==> src/rtl/tmr32_pkg.sv <==
// tmr32_pkg: shared constants and encodings for the tmr32 timer/capture block
package tmr32_pkg;
  localparam int W = 32;
  typedef enum logic [3:0] {
    CLK_DIV1   = 4'd0,
    CLK_DIV2   = 4'd1,
    CLK_DIV4   = 4'd2,
    CLK_DIV8   = 4'd3,
    CLK_DIV16  = 4'd4,
    CLK_DIV32  = 4'd5,
    CLK_DIV64  = 4'd6,
    CLK_DIV128 = 4'd7,
    CLK_DIV256 = 4'd8,
    CLK_EXT    = 4'd9
  } clk_src_e;
  typedef enum logic [1:0] {
    CP_NONE = 2'd0,
    CP_RISE = 2'd1,
    CP_FALL = 2'd2,
    CP_BOTH = 2'd3
  } cp_event_e;
endpackage

==> src/rtl/tmr32_tick_gen.sv <==
// tmr32_tick_gen: ctr_in synchronizer, edge detect and prescaled tick
//   clk, rst_n : clock, async active-low reset
//   ctr_in     : external async input
//   en         : block enable (holds prescaler at 0 and suppresses ticks when low)
//   clk_src    : tick source select
//   tick       : one-cycle count enable for the counter
//   rise, fall : synchronized ctr_in edges
module tmr32_tick_gen
  import tmr32_pkg::*;
(
  input  logic       clk,
  input  logic       rst_n,
  input  logic       ctr_in,
  input  logic       en,
  input  logic [3:0] clk_src,
  output logic       tick,
  output logic       rise,
  output logic       fall
);
  logic [2:0] sync;
  logic [7:0] psc;
  logic [7:0] mask;
  always_ff @(posedge clk or negedge rst_n) begin
    if (!rst_n) begin
      sync <= '0;
      psc  <= '0;
    end else begin
      sync <= {sync[1:0], ctr_in};
      psc  <= en ? psc + 8'd1 : 8'd0;
    end
  end
  // sync[1:0] is the 2-FF synchronizer, sync[2] the edge-detect register
  always_comb begin
    rise = sync[1] & ~sync[2];
    fall = ~sync[1] & sync[2];
    mask = 8'((9'd1 << clk_src) - 9'd1);
    tick = en & (clk_src == CLK_DIV1   ? 1'b1 :
                 clk_src <= CLK_DIV256 ? &(psc | ~mask) :
                 clk_src == CLK_EXT    ? rise : 1'b0);
  end
endmodule

==> src/rtl/tmr32_ccp.sv <==
// tmr32_ccp: 32-bit timer with prescaler, one-shot/periodic up/down count, PWM, capture, match
//   clk, rst_n          : clock, async active-low reset
//   ctr_in              : external input (ext tick / capture source)
//   en, tmr_en          : block enable, timer run enable
//   clk_src, up, one_shot, period : tick source, direction, mode, reload value
//   pwm_en, pwm_cmp     : PWM enable and compare value
//   cp_en, cp_event     : capture enable and edge select
//   ctr_match           : match value
//   tmr, cp_count       : counter value, last captured interval
//   to_flag, cp_flag, match_flag : one-cycle event pulses
//   pwm_out             : PWM waveform
module tmr32_ccp
  import tmr32_pkg::*;
(
  input  logic         clk,
  input  logic         rst_n,
  input  logic         ctr_in,
  input  logic         en,
  input  logic         tmr_en,
  input  logic [3:0]   clk_src,
  input  logic         up,
  input  logic         one_shot,
  input  logic [W-1:0] period,
  input  logic         pwm_en,
  input  logic [W-1:0] pwm_cmp,
  input  logic         cp_en,
  input  logic [1:0]   cp_event,
  input  logic [W-1:0] ctr_match,
  output logic [W-1:0] tmr,
  output logic [W-1:0] cp_count,
  output logic         to_flag,
  output logic         cp_flag,
  output logic         match_flag,
  output logic         pwm_out
);
  logic         tick, rise, fall, done, timeout, cap;
  logic [W-1:0] nxt, interval;
  tmr32_tick_gen u_tick (
    .clk     (clk),
    .rst_n   (rst_n),
    .ctr_in  (ctr_in),
    .en      (en),
    .clk_src (clk_src),
    .tick    (tick),
    .rise    (rise),
    .fall    (fall)
  );
  always_comb begin
    timeout = up ? (tmr >= period) : (tmr == '0);
    nxt     = timeout ? (up ? '0 : period) : (up ? tmr + 1'b1 : tmr - 1'b1);
    cap     = cp_en & ((rise & (cp_event == CP_RISE || cp_event == CP_BOTH)) |
                       (fall & (cp_event == CP_FALL || cp_event == CP_BOTH)));
  end
  always_ff @(posedge clk or negedge rst_n) begin
    if (!rst_n) begin
      tmr        <= '0;
      cp_count   <= '0;
      interval   <= '0;
      done       <= 1'b0;
      to_flag    <= 1'b0;
      cp_flag    <= 1'b0;
      match_flag <= 1'b0;
      pwm_out    <= 1'b0;
    end else begin
      to_flag    <= 1'b0;
      cp_flag    <= 1'b0;
      match_flag <= 1'b0;
      pwm_out    <= pwm_en & tmr_en & en & (tmr < pwm_cmp);
      if (!en) begin
        interval <= '0;
      end else begin
        if (!tmr_en) begin
          tmr  <= up ? '0 : period;
          done <= 1'b0;
        end else if (tick && !done) begin
          tmr        <= nxt;
          to_flag    <= timeout;
          match_flag <= nxt == ctr_match;
          done       <= one_shot & timeout;
        end
        // the capture cycle itself is the first cycle of the next interval
        if (!cp_en) begin
          interval <= '0;
        end else if (cap) begin
          cp_count <= interval;
          interval <= W'(1);
          cp_flag  <= 1'b1;
        end else if (interval != '1) begin
          interval <= interval + 1'b1;
        end
      end
    end
  end
endmodule

==> config.mk <==
export PLATFORM = sky130hd
export DESIGN_NAME = tmr32_ccp
export DESIGN_NICKNAME = d
export VERILOG_FILES = /design/src/rtl/tmr32_pkg.sv /design/src/rtl/tmr32_tick_gen.sv /design/src/rtl/tmr32_ccp.sv
export SDC_FILE = /design/constraint.sdc
export NUM_CORES = 1
export LEC_CHECK = 0
export BUFFER_PORTS_ARGS = -buffer_cell sky130_fd_sc_hd__buf_4
export CAP_MARGIN = 10
export CORE_MARGIN = 10
export CORE_UTILIZATION = 45
export DETAILED_ROUTE_END_ITERATION = 8
export PLACE_DENSITY = 0.7
export SLEW_MARGIN = 15
export SYNTH_ARGS = -nofsm -noshare
export SYNTH_HDL_FRONTEND = slang
export SYNTH_SLANG_ARGS = --single-unit
==> constraint.sdc <==
create_clock -name clk -period 4.15 [get_ports clk]
set_clock_uncertainty 0.05 [all_clocks]
set_input_delay 0.415 -clock clk [delete_from_list [all_inputs] [get_ports clk]]
set_output_delay 0.415 -clock clk [all_outputs]
set_load 0.03 [all_outputs]
==> results of run 1 <==
cells in the mapped netlist, drive strengths merged, types with 11 or more instances:
master | instances | share of area
o22ai | 13 | 0.0084
and2 | 14 | 0.0090
mux2 | 35 | 0.041
a22oi | 18 | 0.014
a31oi | 14 | 0.0097
o21a | 11 | 0.0093
inv | 84 | 0.033
nand4 | 27 | 0.017
nand2 | 109 | 0.042
a21oi | 86 | 0.046
nand3 | 35 | 0.018
nor4 | 19 | 0.014
o21ai | 90 | 0.047
xor2 | 39 | 0.035
a21o | 19 | 0.015
nor2b | 11 | 0.0071
nor2 | 73 | 0.029
nand2b | 14 | 0.0090
clkbuf | 35 | 0.014
dfrtp | 112 | 0.29
nor3 | 25 | 0.013
ha | 96 | 0.12
xnor2 | 37 | 0.033
cells in the final DEF, fill, tap and decap left out, types with 9 or more instances in the layout:
cell	synthesis	layout
buf_4	0	217
dfrtp_1	112	112
nand2_1	109	108
ha_1	96	96
a21oi_1	85	85
o21ai_0	85	85
inv_1	84	84
nor2_1	72	71
xor2_1	39	39
xnor2_1	37	37
nand3_1	35	35
mux2_2	35	35
nand4_1	27	27
nor3_1	24	24
a21o_1	19	19
a22oi_1	18	18
nor4_1	17	17
and2_1	14	14
nand2b_1	14	14
a31oi_1	13	13
o22ai_1	13	13
nor2b_1	11	11
o21a_1	10	10
or3_1	10	10
mux2i_1	10	10
o211ai_1	9	9
clkbuf_16	0	9
worst max-delay path by stage:
stage	endpoint	slack [ns]	start
after global placement	match_flag	0.30	up
final	match_flag	0.30	tmr[12]
after floorplan	match_flag	0.17	up
after global routing	match_flag	0.20	tmr[12]
after detailed placement	match_flag	0.27	up
after CTS	match_flag	0.44	tmr[12]
final cells by class:
class / instances / share of cell area
Multi-Input combinational cell: 911 / 0.540
Sequential cell: 112 / 0.237
Timing Repair Buffer: 219 / 0.141
Tap cell: 275 / 0.0291
Inverter: 84 / 0.0266
Clock buffer: 9 / 0.0190
Clock inverter: 7 / 0.00792
metrics by stage:
step / cells / area, µm² / hold WS, ns / power (mW) / setup slack (ns)
3_3_place_gp: 1601 / 11500 / 0.285 / 5.29 / 0.297
2_1_floorplan: 1152 / 9700 / 0.0694 / 3.92 / 0.169
5_1_grt: 1617 / 11800 / 0.0337 / 6.77 / 0.205
6_report: 1617 / 11800 / 0.00426 / 6.35 / 0.297
3_5_place_dp: 1601 / 11500 / 0.292 / 5.31 / 0.271
4_1_cts: 1617 / 11800 / 0.0152 / 6.29 / 0.442
metal layers:
metal  GRT usage  wire length (µm)  up-vias
li1            -                 -     4578
met1       0.301             14300     4684
met2       0.382             15600      447
met3      0.0577              3010       73
met4      0.0844              1150        0
met5           0                 0        -
sequential cells by signal, summed over array words and instances, names as in the netlist:
name	flops
to_flag	1
cp_count	32
u_tick.sync	3
match_flag	1
tmr	32
interval	32
done	1
cp_flag	1
u_tick.psc	8
pwm_out	1
cells by family after synthesis:
kind of cell,synth area share
simple gates,0.189
compound gates,0.217
flops,0.289
fa+ha+maj,0.126
mux,0.0510
xor+xnor,0.0756
buf+inv,0.0521
power by group through the flow:
stage | combinational [mW] | clock (mW) | sequential [mW]
after floorplan | 2.26 | 0 | 1.65
after global placement | 3.77 | 0 | 1.51
after detailed placement | 3.80 | 0 | 1.51
after CTS | 3.82 | 0.979 | 1.49
after global routing | 4.22 | 1.02 | 1.52
final | 3.89 | 0.964 | 1.50
==> summary.txt, run 1 <==
Placed design
  – Final estimated routing congestion in global placement: approximately 0.99
  – Number of I/O port buffers: ~180
  – HPWL after DPL: ~27,000 µm

STA
  – Number of setup violations in the final report: 0
  – Final hold violation count: 0
  – Worst slew margin relative to its limit: 0.505
  – Period minus WS final: about 3.9 ns
  – Slew Viols, Final: 0
  – Final-layout setup total negative slack: 0 ns
  – Fraction of the cycle the final worst path needs: 0.928
  – Setup repair after global routing missed its margin: false
  – Fmax: about 260 MHz
  – Transition time at the pin with the least slew margin: roughly 0.74 ns

Finish
  – Synth-to-layout area growth: 22.1%
  – Number of diodes added for antenna fixing: 0
  – Fin util: 0.562
  – Area occupied by multi-input gates: between 0.006 and 0.007 mm²
  – Layout Nets: around 1,500
  – FF/Latch Area: 0.00280 mm²
  – Share of post-route cells with drive strength above 1: 0.215
  – Filler Cell Count: between 1,500 and 2,000

Critical path
  – Startpoint-to-endpoint class of the critical path: flop to flop
  – Destination of the worst register-to-register timing path: match_flag
  – Sum of buffers and inverters on the critical path: 0
  – Worst Reg2Reg Path Length in Cells: 12
  – Data arrival, critical path: 4.09 ns
  – Category of cells accounting for the largest share of critical-path delay: simple AND/OR/NAND/NOR gates
  – Worst path slowest cell: or4_1
  – Peak per-stage delay on the critical path: approximately 0.56 ns
  – Crit path max fanout: 9
  – List of cells traversed by the critical path: ha_1 > nand4_1 > or4_1 > o32a_1 > a21oi_4 > o21a_4 > nor2_2 > a31oi_2 > nand4_1 > nor4_1 > nand3_1 > nor4_2
  – Critical Path Stages: 12
  – Worst EP required: between 4 and 5 ns
  – Crit path launch type: flop
  – Setup slack, reg-to-reg: roughly 0.30 ns
  – Endpoint type of the worst setup path: flop
  – Startpoint of the worst register-to-register path: tmr[12]
  – Crit path top cell by count: nand4_1

GRT
  – Global-route wire length before repair: 53,900 µm
  – Largest net degree at the start of global routing: 74
  – Aggregate global-route resource usage: 0.237
  – Global route total overflow: 0
  – Vias in the first global route: between 9,000 and 10,000
  – Number of antenna violations at the first check in global routing: 0

Routing
  – DRC viols: 0
  – DRC marker count from the first detailed-route iteration: 1,203
  – Vias per Instance: 6.05
  – Wirelength, routed: about 34,000 µm
  – Number of nets still failing antenna checks after routing: 0
  – Detailed Routing Iterations Pass 1: 6
  – Detailed-route via count: 9,782
  – WL/cell: 21.1 µm

Power
  – Leakage power of the design: a little under 6 nW
  – Combinational power share: 0.612
  – Net switching share of the total power: 0.492
  – Areal power density over the cells: approximately 540 mW/mm²
  – Sequential group share of total power: 0.236
  – Peak supply drop: around 250 µV
  – Internal cell power: about 3.2 mW
  – Clock network power share: 0.152
  – Switching power: 3.13 mW

Yosys
  – Distinct cell type count after synthesis: about 80
  – Synth Instances: 1,152
  – Cell Area, Synth: 0.00970 mm²
  – Mean cell area of the mapped netlist: approximately 8.4 µm²
  – Share of synthesized registers carrying an async set or reset: 1.00
  – Number of enable flip-flop cells after synthesis: 0
  – Synth Flop Type: dfrtp_1
  – Post-synthesis register bit count: roughly 110
  – Synth Warn #: 0
  – Synthesized Nets: 1,360
  – Sequential fraction of the synthesis area: 0.289

Clock tree
  – Max Buffers Root-to-Sink: 2
  – Clock slew seen by the registers of the worst setup and hold paths: ~0.090 ns
  – Cts repair resizes: 0
  – Clock tree sinks: roughly 110
  – CTS tree: built
  – Clock root cell: clkbuf_16
  – Source-to-sink clock delay at the later pin of the worst-skew pair: around 0.37 ns
  – Number of hold-repair buffers added at the cts stage: 0
  – # H-tree levels: 3
  – Postcts setup bufs: 0
  – Number of buffers inserted during clock tree synthesis: 9

Floorplanning
  – Starting Density: 0.460
  – Core area: between 0.02 and 0.025 mm²
  – Total Die Area: ~0.028 mm²
  – Die outline width: between 150 and 200 µm
  – Number of rows in the core area: 53
  – Die height: approximately 170 µm
  – Number of placed I/O pins: 179

Hold path
  – Hold WC Path Type: input pin to asynchronous set/reset pin

Job
  – Max Cap Viol: 0

Run status
  – Result of the run: finished clean
Note: power is estimated with default switching activity, not from simulation.
==> run 2: changes to the inputs <==
- ABC_AREA: default -> 1
- PLACE_DENSITY: 0.7 -> 0.69
==> summary.txt, run 2 <==
Critical path
  – Endpoint type of the worst setup path: flop
  – Worst path slowest cell: dfrtp_1
  – Crit path launch type: flop
  – List of cells traversed by the critical path: ha_1 > nand2_1 > nor2_1 > nand2_1 > nor2_1 > nor2_1 > nand2_1 > nand2_1 > nand2_2 > nand2_4 > nand2_4 > nand2_1 > nand3_1 > nand3_1 > nor2_1 > nand2_1 > nor2_1 > nand3_1 > nor2_1
  – Crit path max fanout: 27 (+18)
  – Startpoint-to-endpoint class of the critical path: flop to flop
  – Data arrival, critical path: 3.56 ns (-0.53 ns)
  – Worst EP required: 4.40 ns (about the same)
  – Setup slack, reg-to-reg: 0.85 ns (+0.55 ns)
  – Peak per-stage delay on the critical path: 0.52 ns (-0.04 ns)

Routing
  – Vias per Instance: 5.40 (-11%)
  – Detailed Routing Iterations Pass 1: 5 (-1)
  – DRC viols: 0 (unchanged)
  – Wirelength, routed: 36,100 µm (+5.9%)
  – WL/cell: 17.7 µm (-16%)
  – DRC marker count from the first detailed-route iteration: 1,064 (-12%)
  – Number of nets still failing antenna checks after routing: 0 (unchanged)
  – Detailed-route via count: 11,000 (+13%)

GRT
  – Global-route wire length before repair: 56,300 µm (+4.5%)
  – Vias in the first global route: 10,400 (+7.4%)
  – Largest net degree at the start of global routing: 113 (+53%)
  – Global route total overflow: 0 (unchanged)
  – Aggregate global-route resource usage: 0.242 (+0.00530)
  – Number of antenna violations at the first check in global routing: 0 (unchanged)

Floorplanning
  – Die height: 172 µm (+3.0%)
  – Number of rows in the core area: 55 (+3.8%)
  – Number of placed I/O pins: 179 (unchanged)
  – Die outline width: 172 µm (+3.0%)
  – Total Die Area: 0.0295 mm² (+6.1%)
  – Starting Density: 0.458 (-0.00186)
  – Core area: 0.0226 mm² (+7.4%)

Placed design
  – Number of I/O port buffers: 178 (unchanged)
  – HPWL after DPL: 28,600 µm (+5.7%)
  – Final estimated routing congestion in global placement: 0.957 (-3.7%)
  – Instance area at placement: 0.0120 mm² (+4.2%)

Finish
  – Area occupied by multi-input gates: 0.00647 mm² (+1.2%)
  – Number of diodes added for antenna fixing: 0 (unchanged)
  – Highest-count cells in the layout ignoring fill and taps: 449 x nand2_1, 234 x inv_1, 192 x buf_4
  – Most common library cell in the layout ignoring fill and taps: nand2_1
  – Largest registers in the final layout: cp_count (32), interval (32), tmr (32)
  – Share of post-route cells with drive strength above 1: 0.148 (-0.0673)
  – Layout Nets: 1,959 (+27%)
  – Summed area of non-filler cells in the final layout: 0.0123 mm² (+4.1%)
  – Filler Cell Count: 2,323 (+18%)
  – FF/Latch Area: 0.00280 mm² (unchanged)
  – Fin util: 0.545 (-0.0169)
  – Synth-to-layout area growth: 19.0%

Power
  – Peak supply drop: 227 µV (-9.3%)
  – Power consumption: 4.91 mW (-23%)
  – Leakage power of the design: 6.64 nW (+15%)
  – Areal power density over the cells: 398 mW/mm² (-26%)

STA
  – Final-layout setup total negative slack: 0 ns (unchanged)
  – Period minus WS final: 3.30 ns (-0.549 ns)
  – Fraction of the cycle the final worst path needs: 0.796 (-0.132)
  – Fmax: 303 MHz (+17%)
  – Setup repair after global routing missed its margin: false
  – Transition time at the pin with the least slew margin: 0.692 ns (-0.0472 ns)
  – Worst slew margin relative to its limit: 0.534 (+0.0284)
  – Slew Viols, Final: 0 (unchanged)
  – Final hold violation count: 0 (unchanged)
  – Number of setup violations in the final report: 0 (unchanged)

Clock tree
  – Number of buffers inserted during clock tree synthesis: 9 (unchanged)
  – Max Buffers Root-to-Sink: 2 (unchanged)
  – Number of hold-repair buffers added at the cts stage: 0 (unchanged)
  – # H-tree levels: 3 (unchanged)
  – Postcts setup bufs: 0 (unchanged)
  – Clock slew seen by the registers of the worst setup and hold paths: 0.08 ns (about the same)
  – Clock root cell: clkbuf_16
  – Clock tree sinks: 112 (unchanged)
  – Cts repair resizes: 0 (unchanged)
  – Source-to-sink clock delay at the later pin of the worst-skew pair: 0.37 ns (about the same)
  – CTS tree: built

Yosys
  – Distinct cell type count after synthesis: 57 (-27%)
  – Cell Area, Synth: 0.0104 mm² (+6.9%)
  – Dominant cells by area after synthesis: dfrtp_1 27%, nand2_1 16%, ha_1 12%
  – Post-synthesis register bit count: 112 (unchanged)
  – Post-synth top area cell: dfrtp_1
  – Sequential fraction of the synthesis area: 0.270 (-0.0187)
  – Synth Flop Type: dfrtp_1
  – Mean cell area of the mapped netlist: 6.56 µm² (-22%)
  – Commonest cells in the synthesized netlist: 449 x nand2_1, 234 x inv_1, 162 x nor2_1
  – Share of synthesized registers carrying an async set or reset: 1.00 (unchanged)
  – Synthesized Nets: 1,788 (+31%)
  – Synth Warn #: 0 (unchanged)
  – Number of enable flip-flop cells after synthesis: 0 (unchanged)
  – Most common cell in the synthesized netlist: nand2_1
  – Proportion of netlist area held by the largest area contributor: 0.270 (-0.0187)
  – Synth Instances: 1,580 (+37%)

Hold path
  – Hold WC Path Type: input pin to asynchronous set/reset pin

Run status
  – Result of the run: finished clean

Job
  – Max Cap Viol: 0 (unchanged)
## run 2: area by class of cell
| class | count | area share |
|---|---|---|
| inverter | 240 | 0.0730 |
| timing repair buffer | 194 | 0.120 |
| clock buffer | 9 | 0.0183 |
| sequential | 112 | 0.227 |
| tap | 285 | 0.0289 |
| multi-input combinational | 1194 | 0.524 |
| clock inverter | 7 | 0.00812 |
## run 2: final timing paths
check	to	cells after the start	startpoint
worst min-delay path	u_tick.sync[2]	2	rst_n
worst max register to register	match_flag	19	tmr[15]
max in group asynchronous	interval[16]	2	rst_n
min in group clk	u_tick.sync[0]	1	ctr_in
worst min register to register	u_tick.sync[1]	0	u_tick.sync[0]
worst max-delay path	match_flag	19	tmr[15]
## run 2: routing by layer
layer,track usage,wire [µm]
met5,0,0
met4,0.0592,568
met3,0.0452,2770
met2,0.386,16100
met1,0.331,16600
## run 2: kinds of logic after synthesis
| logic type | after synthesis | share of synthesized area |
|---|---|---|
| AND/OR/NAND/NOR | 815 | 0.348 |
| buffers and inverters | 274 | 0.106 |
| AO/OA/AOI/OAI | 263 | 0.142 |
| flip-flops | 112 | 0.270 |
| adder cells (fa/ha/maj) | 97 | 0.118 |
| XOR/XNOR | 19 | 0.0161 |
## run 2: power by group
part / internal [mW] / total (mW) / switching (mW)
logic: 0.923 / 2.57 / 1.65
registers: 1.17 / 1.38 / 0.208
clock network: 0.489 / 0.958 / 0.470
total: 2.58 / 4.91 / 2.33
## run 2: through the flow
stage | hold slack, ns | setup slack [ns] | instances
2_1_floorplan | 0.0694 | 0.786 | 1580
3_3_place_gp | 0.283 | 0.606 | 2025
3_5_place_dp | 0.294 | 0.638 | 2025
4_1_cts | 0.0924 | 0.890 | 2041
5_1_grt | 0.0808 | 0.592 | 2041
6_report | 0.0662 | 0.846 | 2041
## run 2: worst max-delay path: cells and delay by family, from the launching register on
family                   cells  cell delay (ns)
flip-flops                   1             0.52
AND/OR/NAND/NOR             18             2.29
adder cells (fa/ha/maj)      1             0.37
==> run 3: changes to the inputs <==
- clock period: 4.15 -> 3.2 ns (I/O delays scaled with it)
==> summary.txt, run 3 (synthesized netlist as in run 2, its figures left out) <==
Floorplanning
  – Die height: 172 µm (unchanged)
  – Number of rows in the core area: 55 (unchanged)
  – Core area: 0.0226 mm² (unchanged)
  – Die outline width: 172 µm (unchanged)
  – Starting Density: 0.458 (unchanged)
  – Total Die Area: 0.0295 mm² (unchanged)
  – Number of placed I/O pins: 179 (unchanged)

GRT
  – Aggregate global-route resource usage: 0.248 (+0.00612)
  – GRT Max-Usage Layer: met2
  – Global routing met2 resource utilization: 0.392 (+0.00595)
  – Met3 routing resource usage after global routing: 0.0509 (+0.00573)
  – Largest net degree at the start of global routing: 83 (-27%)
  – Number of antenna violations at the first check in global routing: 0 (unchanged)
  – Vias in the first global route: 10,800 (+3.8%)
  – Met1 routing resource usage after global routing: 0.326 (-0.00506)
  – Global route total overflow: 0 (unchanged)
  – Global-route wire length before repair: 58,200 µm (+3.3%)

Routing
  – Number of nets still failing antenna checks after routing: 0 (unchanged)
  – Wirelength, routed: 36,900 µm (+2.2%)
  – DRC viols: 0 (unchanged)
  – DRC marker count from the first detailed-route iteration: 999 (-6.1%)
  – Detailed Routing Iterations Pass 1: 6 (+1)
  – Vias per Instance: 5.47 (+1.2%)
  – Detailed-route via count: 11,300 (+2.3%)
  – WL/cell: 17.9 µm (+1.2%)

Run status
  – Result of the run: finished clean

Critical path
  – Category of cells accounting for the largest share of critical-path delay: simple AND/OR/NAND/NOR gates
  – Last element of the critical path: match_flag
  – Worst EP required: 3.45 ns (-0.95 ns)
  – Startpoint-to-endpoint class of the critical path: flop to flop
  – Worst Reg2Reg Path Length in Cells: 15 (-4)
  – Critical Path Stages: 15 (-4)
  – Destination of the worst register-to-register timing path: match_flag
  – Data arrival, critical path: 3.27 ns (-0.29 ns)
  – Startpoint of the worst register-to-register path: tmr[21]
  – Setup crit start: tmr[21]
  – Sum of buffers and inverters on the critical path: 2 (+2)
  – Setup slack, reg-to-reg: 0.18 ns (-0.66 ns)
  – Worst path slowest cell: dfrtp_1
  – Peak per-stage delay on the critical path: 0.51 ns (about the same)
  – Crit path launch type: flop
  – Crit path max fanout: 18 (-33%)
  – List of cells traversed by the critical path: buf_4 > nor2_1 > nand2_1 > nor4_2 > nand4_4 > buf_4 > nand3_1 > o21ai_0 > nand2_1 > nand2_1 > nor2_1 > nand2_1 > nor2_1 > nand3_1 > nor2_1
  – Endpoint type of the worst setup path: flop

STA
  – Fraction of the cycle the final worst path needs: 0.943 (+0.147)
  – Fmax: 331 MHz (+9.5%)
  – Final hold violation count: 0 (unchanged)
  – Worst slew margin relative to its limit: 0.517 (-0.0165)
  – Final-layout setup total negative slack: 0 ns (unchanged)
  – Setup repair after global routing missed its margin: false
  – Period minus WS final: 3.02 ns (-0.286 ns)
  – Slew Viols, Final: 0 (unchanged)
  – Transition time at the pin with the least slew margin: 0.717 ns (+0.0245 ns)
  – Number of setup violations in the final report: 0 (unchanged)

Finish
  – Number of diodes added for antenna fixing: 0 (unchanged)
  – Share of post-route cells with drive strength above 1: 0.165 (+0.0168)
  – Largest registers in the final layout: cp_count (32), interval (32), tmr (32)
  – Layout Nets: 1,980 (+1.1%)
  – Area occupied by multi-input gates: 0.00651 mm² (+0.70%)
  – Synth-to-layout area growth: 21.0%
  – FF/Latch Area: 0.00281 mm² (+0.31%)
  – Most common library cell in the layout ignoring fill and taps: nand2_1
  – Filler Cell Count: 2,235 (-3.8%)
  – Highest-count cells in the layout ignoring fill and taps: 448 x nand2_1, 234 x inv_1, 209 x buf_4

Clock tree
  – Number of buffers inserted during clock tree synthesis: 9 (unchanged)
  – Source-to-sink clock delay at the later pin of the worst-skew pair: 0.37 ns (about the same)
  – Clock tree sinks: 112 (unchanged)
  – Clock slew seen by the registers of the worst setup and hold paths: 0.08 ns (about the same)
  – # H-tree levels: 3 (unchanged)
  – Max Buffers Root-to-Sink: 2 (unchanged)
  – CTS tree: built
  – Clock root cell: clkbuf_16

Power
  – Peak supply drop: 256 µV (+12%)
  – Leakage power of the design: 6.73 nW (+1.4%)
  – Power consumption: 6.45 mW (+31%)
  – Areal power density over the cells: 514 mW/mm² (+29%)

Placed design
  – Final estimated routing congestion in global placement: 1.06 (+11%)
  – HPWL after DPL: 29,800 µm (+4.1%)
  – Number of I/O port buffers: 178 (unchanged)

Hold path
  – Hold WC Path Type: input pin to flop

Job
  – Max Cap Viol: 0 (unchanged)
## run 3: metal layers
| layer | wire [µm] | vias to the layer above |
|---|---|---|
| li1 | - | 5540 |
| met1 | 16300 | 5197 |
| met2 | 16200 | 466 |
| met3 | 3050 | 76 |
| met4 | 1380 | 0 |
| met5 | 0 | - |
## run 3: through the flow
| step | instances | util | hold WS [ns] | setup slack [ns] | instance area (µm²) |
|---|---|---|---|---|---|
| finish | 2062 | 0.554 | 0.0118 | 0.182 | 12500 |
| global route | 2062 | 0.554 | 0.00514 | 0.00449 | 12500 |
| CTS | 2061 | 0.551 | 0.00440 | 0.0720 | 12500 |
| detailed placement | 2044 | 0.537 | 0.259 | 0.0664 | 12200 |
| global placement | 2044 | 0.537 | 0.257 | 0.00545 | 12200 |
| floorplan | 1580 | - | -0.0256 | 0.458 | 10400 |
## run 3: worst register-to-register path, delay by kind of cell, from the launching register on
kind | cells | cell delay (ns)
flip-flops | 1 | 0.51
AO/OA/AOI/OAI | 1 | 0.14
buffers and inverters | 2 | 0.55
AND/OR/NAND/NOR | 12 | 1.70
## run 3: final cells by class
class                           count  area share
Sequential cell                   112       0.224
Timing Repair Buffer              215       0.133
Clock buffer                        9      0.0180
Inverter                          240      0.0718
Clock inverter                      7     0.00588
Multi-Input combinational cell   1194       0.519
Tap cell                          285      0.0284
## run 3: where the power goes
group	internal [mW]	leakage, nW	switching [mW]
clock	0.553	0.143	0.619
sequential	1.52	1.47	0.213
combinational	1.29	5.11	2.26
total	3.36	6.73	3.09
## run 3: timing repair
action	4_1_cts	5_1_grt
gates resized for setup	0	19
endpoints found under the setup margin	0	1
hold endpoints to repair	30	0
hold buffers	1	0
setup buffers	0	1
## run 3: worst min path at each step
| stage | from | endpoint | depth (start not counted) | slack (ns) |
|---|---|---|---|---|
| 5_1_grt | ctr_in | u_tick.sync[0] | 1 | 0.005 |
| 2_1_floorplan | rst_n | cp_count[0] | 0 | -0.03 |
| 6_report | ctr_in | u_tick.sync[0] | 1 | 0.01 |
| 3_3_place_gp | rst_n | u_tick.sync[2] | 1 | 0.26 |
| 4_1_cts | ctr_in | u_tick.sync[0] | 1 | 0.004 |
| 3_5_place_dp | rst_n | u_tick.sync[1] | 1 | 0.26 |
